### src/rtl/pos_move_ctrl.sv
// Drive-N-counts sequencer: clears the position counters, runs both motors straight
// using the count difference, and brakes once the shorter wheel reaches the target.
module pos_move_ctrl #(
    parameter int TOL        = 4,
    parameter int SETTLE_CYC = 2,
    parameter int BRAKE_CYC  = 1000,
    parameter int STALL_CYC  = 100000
) (
    input  logic        clk,
    input  logic        rst_n,
    input  logic        start,
    input  logic        abort,
    input  logic [15:0] target,
    input  logic [1:0]  dir,
    input  logic [15:0] pos12,
    input  logic [15:0] pos22,
    input  logic [15:0] pos_diff,
    output logic [1:0]  clear,
    output logic        m1_en,
    output logic        m2_en,
    output logic        m1_dir,
    output logic        m2_dir,
    output logic        busy,
    output logic        done,
    output logic        fault
);

    // state   | meaning
    // IDLE    | waiting for start
    // CLEAR   | counter clear bus asserted for one cycle
    // SETTLE  | counters settling after clear, motors off
    // RUN     | motors driven and steered until target or stall
    // BRAKE   | motors off for BRAKE_CYC cycles
    // DONE    | one-cycle completion pulse
    // FAULT   | stall detected, motors off until start or abort
    localparam logic [2:0] S_IDLE   = 3'd0;
    localparam logic [2:0] S_CLEAR  = 3'd1;
    localparam logic [2:0] S_SETTLE = 3'd2;
    localparam logic [2:0] S_RUN    = 3'd3;
    localparam logic [2:0] S_BRAKE  = 3'd4;
    localparam logic [2:0] S_DONE   = 3'd5;
    localparam logic [2:0] S_FAULT  = 3'd6;

    localparam int MAX_SB  = (SETTLE_CYC > BRAKE_CYC) ? SETTLE_CYC : BRAKE_CYC;
    localparam int MAX_CYC = (MAX_SB > STALL_CYC) ? MAX_SB : STALL_CYC;
    localparam int TMR_W   = $clog2(MAX_CYC + 1);

    localparam logic [TMR_W-1:0] SETTLE_LD = TMR_W'((SETTLE_CYC > 0) ? SETTLE_CYC - 1 : 0);
    localparam logic [TMR_W-1:0] BRAKE_LD  = TMR_W'((BRAKE_CYC > 0) ? BRAKE_CYC - 1 : 0);
    localparam logic [TMR_W-1:0] STALL_LD  = TMR_W'((STALL_CYC > 0) ? STALL_CYC - 1 : 0);
    localparam logic [TMR_W-1:0] TMR_ONE   = TMR_W'(1);
    localparam bit               STALL_ON  = (STALL_CYC != 0);
    localparam logic signed [16:0] TOL_S   = 17'(TOL);

    logic [2:0]       state_q, state_d;
    logic [TMR_W-1:0] tmr_q, tmr_d;
    logic [15:0]      tgt_q;
    logic [1:0]       dir_q;
    logic [15:0]      prev12_q, prev22_q;
    logic [15:0]      dmin;
    logic             moved;
    logic             accept;
    logic             steer_m1, steer_m2;
    logic signed [16:0] diff_s;

    assign dmin   = (pos12 < pos22) ? pos12 : pos22;
    assign moved  = (pos12 != prev12_q) || (pos22 != prev22_q);
    assign diff_s = {pos_diff[15], pos_diff};
    assign accept = start && !abort && ((state_q == S_IDLE) || (state_q == S_FAULT));

    always_comb begin
        steer_m1 = 1'b1;
        steer_m2 = 1'b1;
        if (diff_s > TOL_S) begin
            steer_m1 = 1'b0;
        end else if (diff_s < -TOL_S) begin
            steer_m2 = 1'b0;
        end
    end

    always_comb begin
        state_d = state_q;
        tmr_d   = tmr_q;
        if (abort) begin
            state_d = S_IDLE;
        end else begin
            case (state_q)
                S_IDLE: begin
                    if (start) state_d = (target == 16'd0) ? S_DONE : S_CLEAR;
                end
                S_CLEAR: begin
                    state_d = S_SETTLE;
                    tmr_d   = SETTLE_LD;
                end
                S_SETTLE: begin
                    if (tmr_q == '0) begin
                        state_d = S_RUN;
                        tmr_d   = STALL_LD;
                    end else begin
                        tmr_d = tmr_q - TMR_ONE;
                    end
                end
                S_RUN: begin
                    if (dmin >= tgt_q) begin
                        state_d = S_BRAKE;
                        tmr_d   = BRAKE_LD;
                    end else if (moved) begin
                        tmr_d = STALL_LD;
                    end else if (STALL_ON && (tmr_q == '0)) begin
                        state_d = S_FAULT;
                    end else if (tmr_q != '0) begin
                        tmr_d = tmr_q - TMR_ONE;
                    end
                end
                S_BRAKE: begin
                    if (tmr_q == '0) state_d = S_DONE;
                    else             tmr_d   = tmr_q - TMR_ONE;
                end
                S_DONE:  state_d = S_IDLE;
                S_FAULT: begin
                    if (start) state_d = S_CLEAR;
                end
                default: state_d = S_IDLE;
            endcase
        end
    end

    // Outputs are registered from the state being entered so they line up with state_q.
    always_ff @(posedge clk or negedge rst_n) begin
        if (!rst_n) begin
            state_q  <= S_IDLE;
            tmr_q    <= '0;
            tgt_q    <= '0;
            dir_q    <= '0;
            prev12_q <= '0;
            prev22_q <= '0;
            clear    <= 2'b00;
            m1_en    <= 1'b0;
            m2_en    <= 1'b0;
            m1_dir   <= 1'b0;
            m2_dir   <= 1'b0;
            busy     <= 1'b0;
            done     <= 1'b0;
            fault    <= 1'b0;
        end else begin
            state_q  <= state_d;
            tmr_q    <= tmr_d;
            prev12_q <= pos12;
            prev22_q <= pos22;
            if (accept) begin
                tgt_q <= target;
                dir_q <= dir;
            end
            clear  <= (state_d == S_CLEAR) ? 2'b11 : 2'b00;
            m1_en  <= (state_d == S_RUN) && steer_m1;
            m2_en  <= (state_d == S_RUN) && steer_m2;
            m1_dir <= ((state_d == S_RUN) || (state_d == S_BRAKE)) && dir_q[0];
            m2_dir <= ((state_d == S_RUN) || (state_d == S_BRAKE)) && dir_q[1];
            busy   <= (state_d != S_IDLE);
            done   <= (state_d == S_DONE);
            fault  <= (state_d == S_FAULT);
        end
    end

endmodule

### config.mk
export PLATFORM = sky130hd
export DESIGN_NAME = pos_move_ctrl
export DESIGN_NICKNAME = d
export VERILOG_FILES = /design/src/rtl/pos_move_ctrl.sv
export SDC_FILE = /design/constraint.sdc
export NUM_CORES = 1
export LEC_CHECK = 0
export ABC_AREA = 1
export CORE_ASPECT_RATIO = 1.4
export CORE_MARGIN = 1
export CORE_UTILIZATION = 48
export DETAILED_ROUTE_END_ITERATION = 10
export GPL_ROUTABILITY_DRIVEN = 0
export GPL_TIMING_DRIVEN = 0
export PLACE_DENSITY = 0.76
export SETUP_SLACK_MARGIN = 0.05
export SKIP_CTS_REPAIR_TIMING = 1
export SLEW_MARGIN = 10
export SYNTH_ARGS = -nofsm -noshare
export SYNTH_HDL_FRONTEND = slang
export SYNTH_SLANG_ARGS = --single-unit
### constraint.sdc
create_clock -name clk -period 2.04 [get_ports clk]
set_clock_uncertainty 0.1 [all_clocks]
set_input_delay 0.51 -clock clk [delete_from_list [all_inputs] [get_ports clk]]
set_output_delay 0.51 -clock clk [all_outputs]
set_load 0.02 [all_outputs]
==> impl_results.md, run 1 <==
* Min Tclk post-route at between 3 and 4 ns
* Reg power frac at 0.324
* Top delay family on crit path: compound AO/OA/AOI/OAI gates
* Seq/Total Area, Yosys at 0.405
* Finished Core Util at 0.712
* Final net count at ~860
* Area leader, netlist: dfrtp_1
* Netlist Area Pre-Place at approximately 4800 sq um
* Comb power frac at 0.360
* Post-synth net total at ~750
* GRT Residual Overflow at 0
* Wire per inst at between 15 and 20 um
* Clk buf depth at 2
* Failing checks: hold timing, setup timing
* Worst path cell trace: dlymetal6s2s_1 > ha_1 > a21oi_1 > o21ai_2 > a21oi_4 > nand2_4 > clkbuf_16 > nand2_1 > nand2_1 > ha_4 > a21oi_2 > o21a_1 > nand2_2 > a21oi_4 > nand2_4 > nor2_4 > nor2_4 > buf_12 > inv_8 > buf_12 > nand2_1 > nand2_1
* Clock latency on the worst-skew pair at 0.35 ns
* Mapped Avg Cell Area at about 7.5 sq um
* Ys async rst share at 1.00
* Core area at between 9000 and 10000 sq um
* WHS at -0.0168 ns
* Largest cells by area after synthesis: dfrtp_1 (40%), nand2_1 (15%), ha_1 (8.3%)
* Status: finished with violations
* CTS Buf Count at 9
* Max-Cap Viols at 0
* Crit-path slowest cell: ha_1
* Slowest stage delay, CP at approximately 0.36 ns
* P_leak at about 3.5 nW
* Worst-Margin Slew at ~0.53 ns
* Setup crit end kind: flip-flop
* Ant diodes at 0
* DRT Wirelength at between 10000 and 15000 um
* Final HPWL DP at 9580 um
* CTS tree: built
* CTS Sinks at slightly below 80
* Hold WC Path Type: in2async
* Slew HR at 0.641
* Top cell by count, worst path: nand2_1
* Post-synthesis cell type count at 42
* Die W at a little under 90 um
* Clk network pwr share at 0.316
* CTS Root Cell: clkbuf_16
* Crit path launch type: input pin
* Synth-to-layout area growth at 41.9%
* First drt pass iteration count at 5
* Final worst slack at -1.55 ns
* Reg clk slew, reported paths at roughly 0.060 ns
* Port Buffers at a little under 80
* Yosys warning count at 0
* Post-synth EDFFs at 0
* VDD IR max at 0.610 mV
* Setup TNS at -40.79 ns
* Primary FF master, synth: dfrtp_1
* Worst-path maximum fanout at 10
* Worst Path Required at 2.23 ns
* Synth cell count leaders: nand2_1 (197), inv_1 (94), dfrtp_1 (78)
* Placed Area at just under 6000 sq um
* Vias in the first global route at about 4400
* Max Fclk at 279 MHz
* Most common cell in the synthesized netlist: nand2_1
* Crit Path Category: in2reg
* Fin. Hold Viols at 21
* Cells after Synth at approximately 640
* PwrDens at 814 nW/um^2
* Starting Density at 0.502
* Global-route wire length before repair at ~20000 um
* # setup viols final at 28
* Layout cell share with drive strength beyond 1 at 0.223
* CP arrival at roughly 3.8 ns
* Net Sw Frac at 0.337
* RSZ-0062 raised after global routing: true
* Vias per cell at 5.37
* Drt initial violations at 201
* CTS H-tree lvls at 3
* Final ANT Viol Nets at 0
* Final period util at 1.76
* Die Height at approximately 120 um
* Die Footprint at 10500 sq um
* Yosys top cell area share at 0.405
* Num rows at 42
* GR Util All Layers at 0.250
* #FFs+latches synth at 78
* Design Area, Final at approximately 6800 sq um
* Slew Limit Fails at 0
* Antenna violations before repair at 0
* DR DRC count at 0
* Total power at around 5.6 mW
* Post-place setup slack at -2.62 ns
* Vias at 4775
* NetSw at roughly 1.9 mW
* P_int at ~3.7 mW
* Worst Path Buf+Inv at 5
* Largest net degree at the start of global routing at 52
* I/O Pins at 79
[worst paths after layout]
kind                            from           end  slack [ns]  cells past startpoint
setup reg to reg            tmr_q[0]      tmr_q[3]       -0.39                     14
hold / removal                 rst_n  prev12_q[13]       -0.02                      1
hold reg to reg             tgt_q[1]      tgt_q[1]        0.39                      2
setup / recovery           pos12[13]      tmr_q[3]       -1.55                     22
max in group asynchronous      rst_n      tgt_q[4]        1.27                      2
min in group clk            pos22[3]   prev22_q[3]        0.19                      1
[worst register-to-register path: cells and delay by family, from the launching register on]
kind,cells,cell delay (ns)
adder cells (fa/ha/maj),1,0.26
buffers and inverters,5,0.58
flip-flops,1,0.37
AND/OR/NAND/NOR,8,1.06
[state kept, by name, indices dropped and copies added (netlist names), 2 cells and up]
signal and flops:
tmr_q 17, prev12_q 16, prev22_q 16, tgt_q 16, state_q 3, dir_q 2
[area by class of cell]
| class | instances | area, sq um |
|---|---|---|
| clock buffer | 11 | 243 |
| sequential | 78 | 1950 |
| clock inverter | 5 | 82.6 |
| fill | 685 | 2770 |
| buffer | 8 | 76.3 |
| inverter | 97 | 389 |
| tap | 132 | 165 |
| timing repair buffer | 99 | 990 |
| multi-input combinational | 460 | 2950 |
[power groups by stage]
stage / combinational, mW / clock (mW) / sequential, mW
3_5_place_dp: 1.56 / 0 / 1.83
5_1_grt: 2.20 / 1.85 / 1.83
4_1_cts: 1.58 / 1.77 / 1.80
3_3_place_gp: 1.49 / 0 / 1.82
2_1_floorplan: 1.05 / 0 / 1.82
6_report: 2.00 / 1.76 / 1.80
[per-layer routing]
| layer | GRT usage | wire length (um) |
|---|---|---|
| met5 | 0 | 0 |
| met1 | 0.262 | 4970 |
| met2 | 0.473 | 7640 |
| met3 | 0.0485 | 738 |
| met4 | 0.106 | 634 |
[layout by cell type, fill, tap and decap left out, types with 17 or more instances in the layout]
| cell type | Yosys | layout |
|---|---|---|
| nand2_2 | 11 | 32 |
| nand2_1 | 197 | 164 |
| ha_1 | 32 | 17 |
| inv_1 | 94 | 87 |
| dfrtp_1 | 78 | 78 |
| clkdlybuf4s50_1 | 0 | 44 |
| nand3_1 | 32 | 30 |
| a21oi_1 | 38 | 27 |
| nor2_1 | 61 | 57 |
| xnor2_1 | 18 | 18 |
[stage by stage]
step	instances	hold slack [ns]
after global placement	853	0.370
final	890	-0.0168
after CTS	870	-0.00540
after floorplan	643	0.114
after global routing	890	0.00947
after detailed placement	854	0.361
[cell families (layout without fill, tap and decap cells)]
kind of cell / count (synthesis) / count (layout) / synth area share
AND/OR/NAND/NOR: 333 / 333 / 0.296
flip-flops: 78 / 78 / 0.405
AO/OA/AOI/OAI: 69 / 69 / 0.0822
buffers and inverters: 105 / 220 / 0.0872
adder cells (fa/ha/maj): 32 / 32 / 0.0830
XOR/XNOR: 26 / 26 / 0.0472
Note: power is estimated with default switching activity, not from simulation.
==> run 2: changes to the inputs <==
--- a/config.mk
+++ b/config.mk
@@ -11,7 +11,6 @@
 export CORE_UTILIZATION = 48
 export DETAILED_ROUTE_END_ITERATION = 10
 export GPL_ROUTABILITY_DRIVEN = 0
-export GPL_TIMING_DRIVEN = 0
 export PLACE_DENSITY = 0.76
 export SETUP_SLACK_MARGIN = 0.05
 export SKIP_CTS_REPAIR_TIMING = 1
==> run 2 against run 1 <==
Critical path depth rose by 7. Flip-flop and latch count is the same. Worst setup slack improved by 0.12 ns. Largest power group unchanged. Count of clock-buffer cells in the layout stayed put. Clock power up 6%. Utilization is 7.3 points higher. The run ends with setup timing left. Global-route usage rose by 3.1 points. First-iteration DRC count is 30% higher. Wire length grew 11%. Maximum frequency grew 3.6%. Critical endpoint is now tmr_q[9]. Non-clock buffer count increased by 76. Design area is 10% higher.
==> impl_results.md, run 2 (synthesized netlist as in run 1, its figures left out) <==
* Die Footprint at 10500 sq um (unchanged)
* Core area at 9620 sq um (unchanged)
* WHS at 0.0182 ns (was -0.0168 ns)
* Port Buffers at 78 (unchanged)
* Layout cell share with drive strength beyond 1 at 0.276 (was 0.223)
* Num rows at 42 (unchanged)
* PwrDens at 774 nW/um^2 (was 814 nW/um^2)
* CTS H-tree lvls at 3 (unchanged)
* Final worst slack at -1.42 ns (was -1.55 ns)
* Hold WC Path Type: in2async (unchanged)
* CTS Sinks at 78 (unchanged)
* Crit path launch type: input pin (unchanged)
* Worst-path maximum fanout at 7 (was 10)
* First drt pass iteration count at 5 (unchanged)
* Crit-path slowest cell: o211ai_4 (was ha_1)
* Cells after DPL at 941 (was 854)
* Slew HR at 0.659 (was 0.641)
* Status: finished with violations (unchanged)
* VDD IR max at 0.482 mV (was 0.610 mV)
* RSZ-0062 raised after global routing: true (unchanged)
* Starting Density at 0.502 (unchanged)
* Register bank with the most flops: tmr_q (unchanged)
* Worst Path Required at 2.16 ns (was 2.23 ns)
* Min Tclk post-route at 3.46 ns (was 3.59 ns)
* CTS tree: built (unchanged)
* Reg clk slew, reported paths at 0.06 ns (about the same)
* Setup TNS at -37.15 ns (was -40.79 ns)
* Top cell by count, worst path: nand2_1 (unchanged)
* Vias per cell at 5.27 (was 5.37)
* Filler cells at 608 (was 685)
* Final net count at 932 (was 855)
* P_leak at 4.09 nW (was 3.55 nW)
* Slew Limit Fails at 0 (unchanged)
* I/O Pins at 79 (unchanged)
* Final period util at 1.70 (was 1.76)
* Vias in the first global route at 5090 (was 4441)
* Max-Cap Viols at 0 (unchanged)
* Largest net degree at the start of global routing at 41 (was 52)
* Fin. Hold Viols at 0 (was 21)
* Max Fclk at 289 MHz (was 279 MHz)
* Antenna violations before repair at 0 (unchanged)
* Failing checks: setup timing (was hold timing, setup timing)
* CTS Root Cell: clkbuf_16 (unchanged)
* CP arrival at 3.58 ns (was 3.77 ns)
* Most frequent cells in the layout: nand2_1 (167), buf_4 (93), inv_1 (84), dfrtp_1 (78), nor2_1 (59) (was nand2_1 (164), inv_1 (87), dfrtp_1 (78), nor2_1 (57), clkdlybuf4s50_1 (44))
* Non-filler instance count after layout at 966 (was 890)
* Wire per inst at 16.0 um (was 15.7 um)
* Drt initial violations at 261 (was 201)
* Global-route wire length before repair at 22200 um (was 20000 um)
* Ant diodes at 0 (unchanged)
* Setup crit end kind: flip-flop (unchanged)
* Crit Path Category: in2reg (unchanged)
* Final HPWL DP at 10300 um (was 9580 um)
* DRT Wirelength at 15500 um (was 14000 um)
* Die W at 86.7 um (unchanged)
* Final ANT Viol Nets at 0 (unchanged)
* Clock latency on the worst-skew pair at 0.35 ns (about the same)
* Slowest stage delay, CP at 0.33 ns (was 0.36 ns)
* Worst-Margin Slew at 0.512 ns (was 0.534 ns)
* CTS Buf Count at 9 (unchanged)
* Clk buf depth at 2 (unchanged)
* Total power at 5.84 mW (was 5.57 mW)
* Flip-flop count of the largest register after layout at 17 (unchanged)
* Vias at 5092 (was 4775)
* DR DRC count at 0 (unchanged)
* Design Area, Final at 7540 sq um (was 6840 sq um)
* Synth-to-layout area growth at 56.4% (was 41.9%)
* Placed Area at 6570 sq um (was 5910 sq um)
* GRT Residual Overflow at 0 (unchanged)
* GR Util All Layers at 0.280 (was 0.250)
* Commonest non-fill, non-tap cell in the layout: nand2_1 (unchanged)
* # setup viols final at 28 (unchanged)
* Die Height at 121 um (unchanged)
## run 2: final timing paths
path | depth (start not counted) | slack (ns) | startpoint | endpoint
setup reg to reg | 12 | -0.27 | prev12_q[4] | tmr_q[15]
hold reg to reg | 2 | 0.40 | dir_q[1] | m2_dir
setup / recovery | 29 | -1.42 | pos22[1] | tmr_q[9]
min in group clk | 2 | 0.35 | pos22[12] | prev22_q[12]
hold / removal | 1 | 0.02 | rst_n | prev12_q[9]
max in group asynchronous | 2 | 1.24 | rst_n | tgt_q[7]
## run 2: metal layers
metal,share of wire,vias up,global-route usage,wire (um)
li1,-,2405,-,-
met4,0.067,0,0.151,1040
met2,0.54,222,0.537,8420
met1,0.34,2387,0.279,5230
met5,0,-,0,0
met3,0.050,78,0.0491,769
## run 2: critical path, delay by kind of cell
kind            cells  cell delay, ns
simple gates       15            1.25
compound gates      6            0.75
buf+inv             6            0.62
fa+ha+maj           2            0.39
## run 2: final cells by class
type	instances	area, sq um	share of cell area
Tap cell	132	165	0.0219
Timing Repair Buffer	183	1730	0.229
Inverter	97	384	0.0509
Multi-Input combinational cell	461	2980	0.395
Clock inverter	4	95.1	0.0126
Sequential cell	78	1950	0.259
Clock buffer	11	243	0.0322
## run 2: through the flow
stage	utilization	setup slack, ns
finish	0.785	-1.42
global route	0.785	-1.57
CTS	0.718	-1.80
detailed placement	0.683	-2.13
global placement	0.683	-2.03
floorplan	-	-1.32
## run 2: report_power, final
part,switching (mW),total [mW],internal (mW)
clock,0.651,1.87,1.22
sequential,0.0903,1.81,1.72
combinational,1.17,2.16,0.990
total,1.91,5.84,3.93
==> run 3: changes to the inputs <==
--- a/config.mk
+++ b/config.mk
@@ -6,7 +6,7 @@
 export NUM_CORES = 1
 export LEC_CHECK = 0
 export ABC_AREA = 1
-export CORE_ASPECT_RATIO = 1.4
+export CORE_ASPECT_RATIO = 1.1
 export CORE_MARGIN = 1
 export CORE_UTILIZATION = 48
 export DETAILED_ROUTE_END_ITERATION = 10
==> run 3 against run 2 <==
The run still ends with setup timing left. Maximum frequency down 1.5%. Die area about the same. Final cell count is 0.41% lower. Combinational power about the same. First-iteration DRC count increased by 11%. Non-clock buffer count up 5. Worst setup slack worse by 0.051 ns. Wire length shrank 2.3%. Design area down 1.9%. Sequential power about the same. Flip-flop and latch count unchanged.
==> impl_results.md, run 3 (synthesized netlist as in run 1, its figures left out) <==
* Setup TNS at -38.04 ns (was -37.15 ns)
* Design Area, Final at 7400 sq um (was 7540 sq um)
* Min Tclk post-route at 3.51 ns (was 3.46 ns)
* Final net count at 939 (was 932)
* Reg clk slew, reported paths at 0.09 ns (was 0.06 ns)
* Placed Area at 6590 sq um (was 6570 sq um)
* Final HPWL DP at 10200 um (was 10300 um)
* Most frequent cells in the layout: nand2_1 (173), buf_4 (102), inv_1 (84), dfrtp_1 (78), nor2_1 (57) (was nand2_1 (167), buf_4 (93), inv_1 (84), dfrtp_1 (78), nor2_1 (59))
* Ant diodes at 0 (unchanged)
* Flip-flop count of the largest register after layout at 17 (unchanged)
* Total power at 5.52 mW (was 5.84 mW)
* GR Util All Layers at 0.258 (was 0.280)
* CTS Sinks at 78 (unchanged)
* Die Footprint at 10500 sq um (about the same)
* Filler cells at 670 (was 608)
* Die W at 97.6 um (was 86.7 um)
* CTS tree: built (unchanged)
* Worst Path Buf+Inv at 5 (was 6)
* Worst Path Required at 2.17 ns (was 2.16 ns)
* Status: finished with violations (unchanged)
* Max-Cap Viols at 0 (unchanged)
* Final ANT Viol Nets at 0 (unchanged)
* Cells after DPL at 934 (was 941)
* PwrDens at 746 nW/um^2 (was 774 nW/um^2)
* Starting Density at 0.492 (was 0.502)
* Num rows at 38 (was 42)
* Commonest non-fill, non-tap cell in the layout: nand2_1 (unchanged)
* Crit path launch type: input pin (unchanged)
* Slew Limit Fails at 0 (unchanged)
* Final period util at 1.72 (was 1.70)
* Crit Path Category: in2reg (unchanged)
* Vias at 5103 (was 5092)
* Vias in the first global route at 4738 (was 5090)
* Final worst slack at -1.47 ns (was -1.42 ns)
* Top delay family on crit path: simple AND/OR/NAND/NOR gates (unchanged)
* Worst-Margin Slew at 0.482 ns (was 0.512 ns)
* Layout cell share with drive strength beyond 1 at 0.276 (about the same)
* Largest net degree at the start of global routing at 37 (was 41)
* DRT Wirelength at 15100 um (was 15500 um)
* Worst-path maximum fanout at 8 (was 7)
* Setup crit end kind: flip-flop (unchanged)
* Fin. Hold Viols at 0 (unchanged)
* Core area at 9790 sq um (was 9620 sq um)
* Register bank with the most flops: tmr_q (unchanged)
* Vias per cell at 5.30 (was 5.27)
* CTS Buf Count at 9 (unchanged)
* Drt initial violations at 290 (was 261)
* Global-route wire length before repair at 21500 um (was 22200 um)
* Crit-path slowest cell: ha_1 (was o211ai_4)
* GRT Residual Overflow at 0 (unchanged)
* Synth-to-layout area growth at 53.5% (was 56.4%)
* WHS at 0.302 ns (was 0.0182 ns)
* CTS Root Cell: clkbuf_8 (was clkbuf_16)
* R2R Setup Slk at -0.28 ns (was -0.27 ns)
* Max Fclk at 285 MHz (was 289 MHz)
* First drt pass iteration count at 7 (was 5)
* Die Height at 107 um (was 121 um)
* Slew HR at 0.679 (was 0.659)
* Clk buf depth at 2 (unchanged)
* Top cell by count, worst path: nand2_2 (was nand2_1)
* Worst path cell trace: dlymetal6s2s_1 > inv_1 > ha_1 > a21oi_2 > o31ai_4 > a21oi_4 > nand2_4 > nand2_2 > nand2_2 > ha_4 > nand2_4 > buf_6 > nor4_4 > a21oi_4 > nand2_2 > nor2_4 > nor2_4 > buf_6 > clkinv_8 > nand2_2 > o21ai_1
* Failing checks: setup timing (unchanged)
* Non-filler instance count after layout at 962 (was 966)
* CTS H-tree lvls at 3 (unchanged)
* DR DRC count at 0 (unchanged)
* Wire per inst at 15.7 um (was 16.0 um)
* Port Buffers at 78 (unchanged)
* CP arrival at 3.65 ns (was 3.58 ns)
* Post-place setup slack at -2.17 ns (was -2.13 ns)
* VDD IR max at 0.572 mV (was 0.482 mV)
* Hold WC Path Type: in2reg (was in2async)
* P_leak at 4.03 nW (was 4.09 nW)
* I/O Pins at 79 (unchanged)
* Slowest stage delay, CP at 0.36 ns (was 0.33 ns)
* Antenna violations before repair at 0 (unchanged)
* RSZ-0062 raised after global routing: true (unchanged)
* Finished Core Util at 0.756 (was 0.785)
* Clock latency on the worst-skew pair at 0.37 ns (was 0.35 ns)
* # setup viols final at 28 (unchanged)
[run 3: per-layer routing]
| layer | share of wire | GRT usage | wire length [um] |
|---|---|---|---|
| met1 | 0.39 | 0.318 | 5930 |
| met2 | 0.50 | 0.453 | 7540 |
| met3 | 0.064 | 0.0450 | 970 |
| met4 | 0.044 | 0.0914 | 664 |
| met5 | 0 | 0 | 0 |
[run 3: path summary, 6_finish.rpt]
| path | from | to | cells after the start |
|---|---|---|---|
| worst max-delay path | pos22[11] | tmr_q[2] | 21 |
| worst min register to register | dir_q[1] | m2_dir | 2 |
| min in group asynchronous | rst_n | prev22_q[13] | 2 |
| worst max register to register | tgt_q[11] | tmr_q[2] | 13 |
| max in group asynchronous | rst_n | busy | 3 |
| worst min-delay path | pos22[14] | prev22_q[14] | 2 |
[run 3: where the power goes]
part | leakage, nW | switching [mW] | total [mW] | internal (mW)
sequential | 0.955 | 0.0886 | 1.80 | 1.72
combinational | 2.95 | 1.16 | 2.17 | 1.01
clock | 0.130 | 0.613 | 1.55 | 0.937
[run 3: worst reg2reg max path: cells and delay by family (launching register included)]
kind	cells	cell delay, ns
and+or+nand+nor	6	0.79
buffers and inverters	4	0.44
DFF	1	0.35
adders and majority gates	1	0.29
AOI/OAI and AO/OA	2	0.23
[run 3: final cells by class]
type | count | area, sq um | share of cell area
clock buffer | 10 | 128 | 0.0172
clock inverter | 6 | 134 | 0.0181
inverter | 97 | 392 | 0.0529
multi-input combinational | 461 | 2900 | 0.391
sequential | 78 | 1950 | 0.264
tap | 120 | 150 | 0.0203
timing repair buffer | 188 | 1730 | 0.234
timing repair inverter | 2 | 17.5 | 0.00237
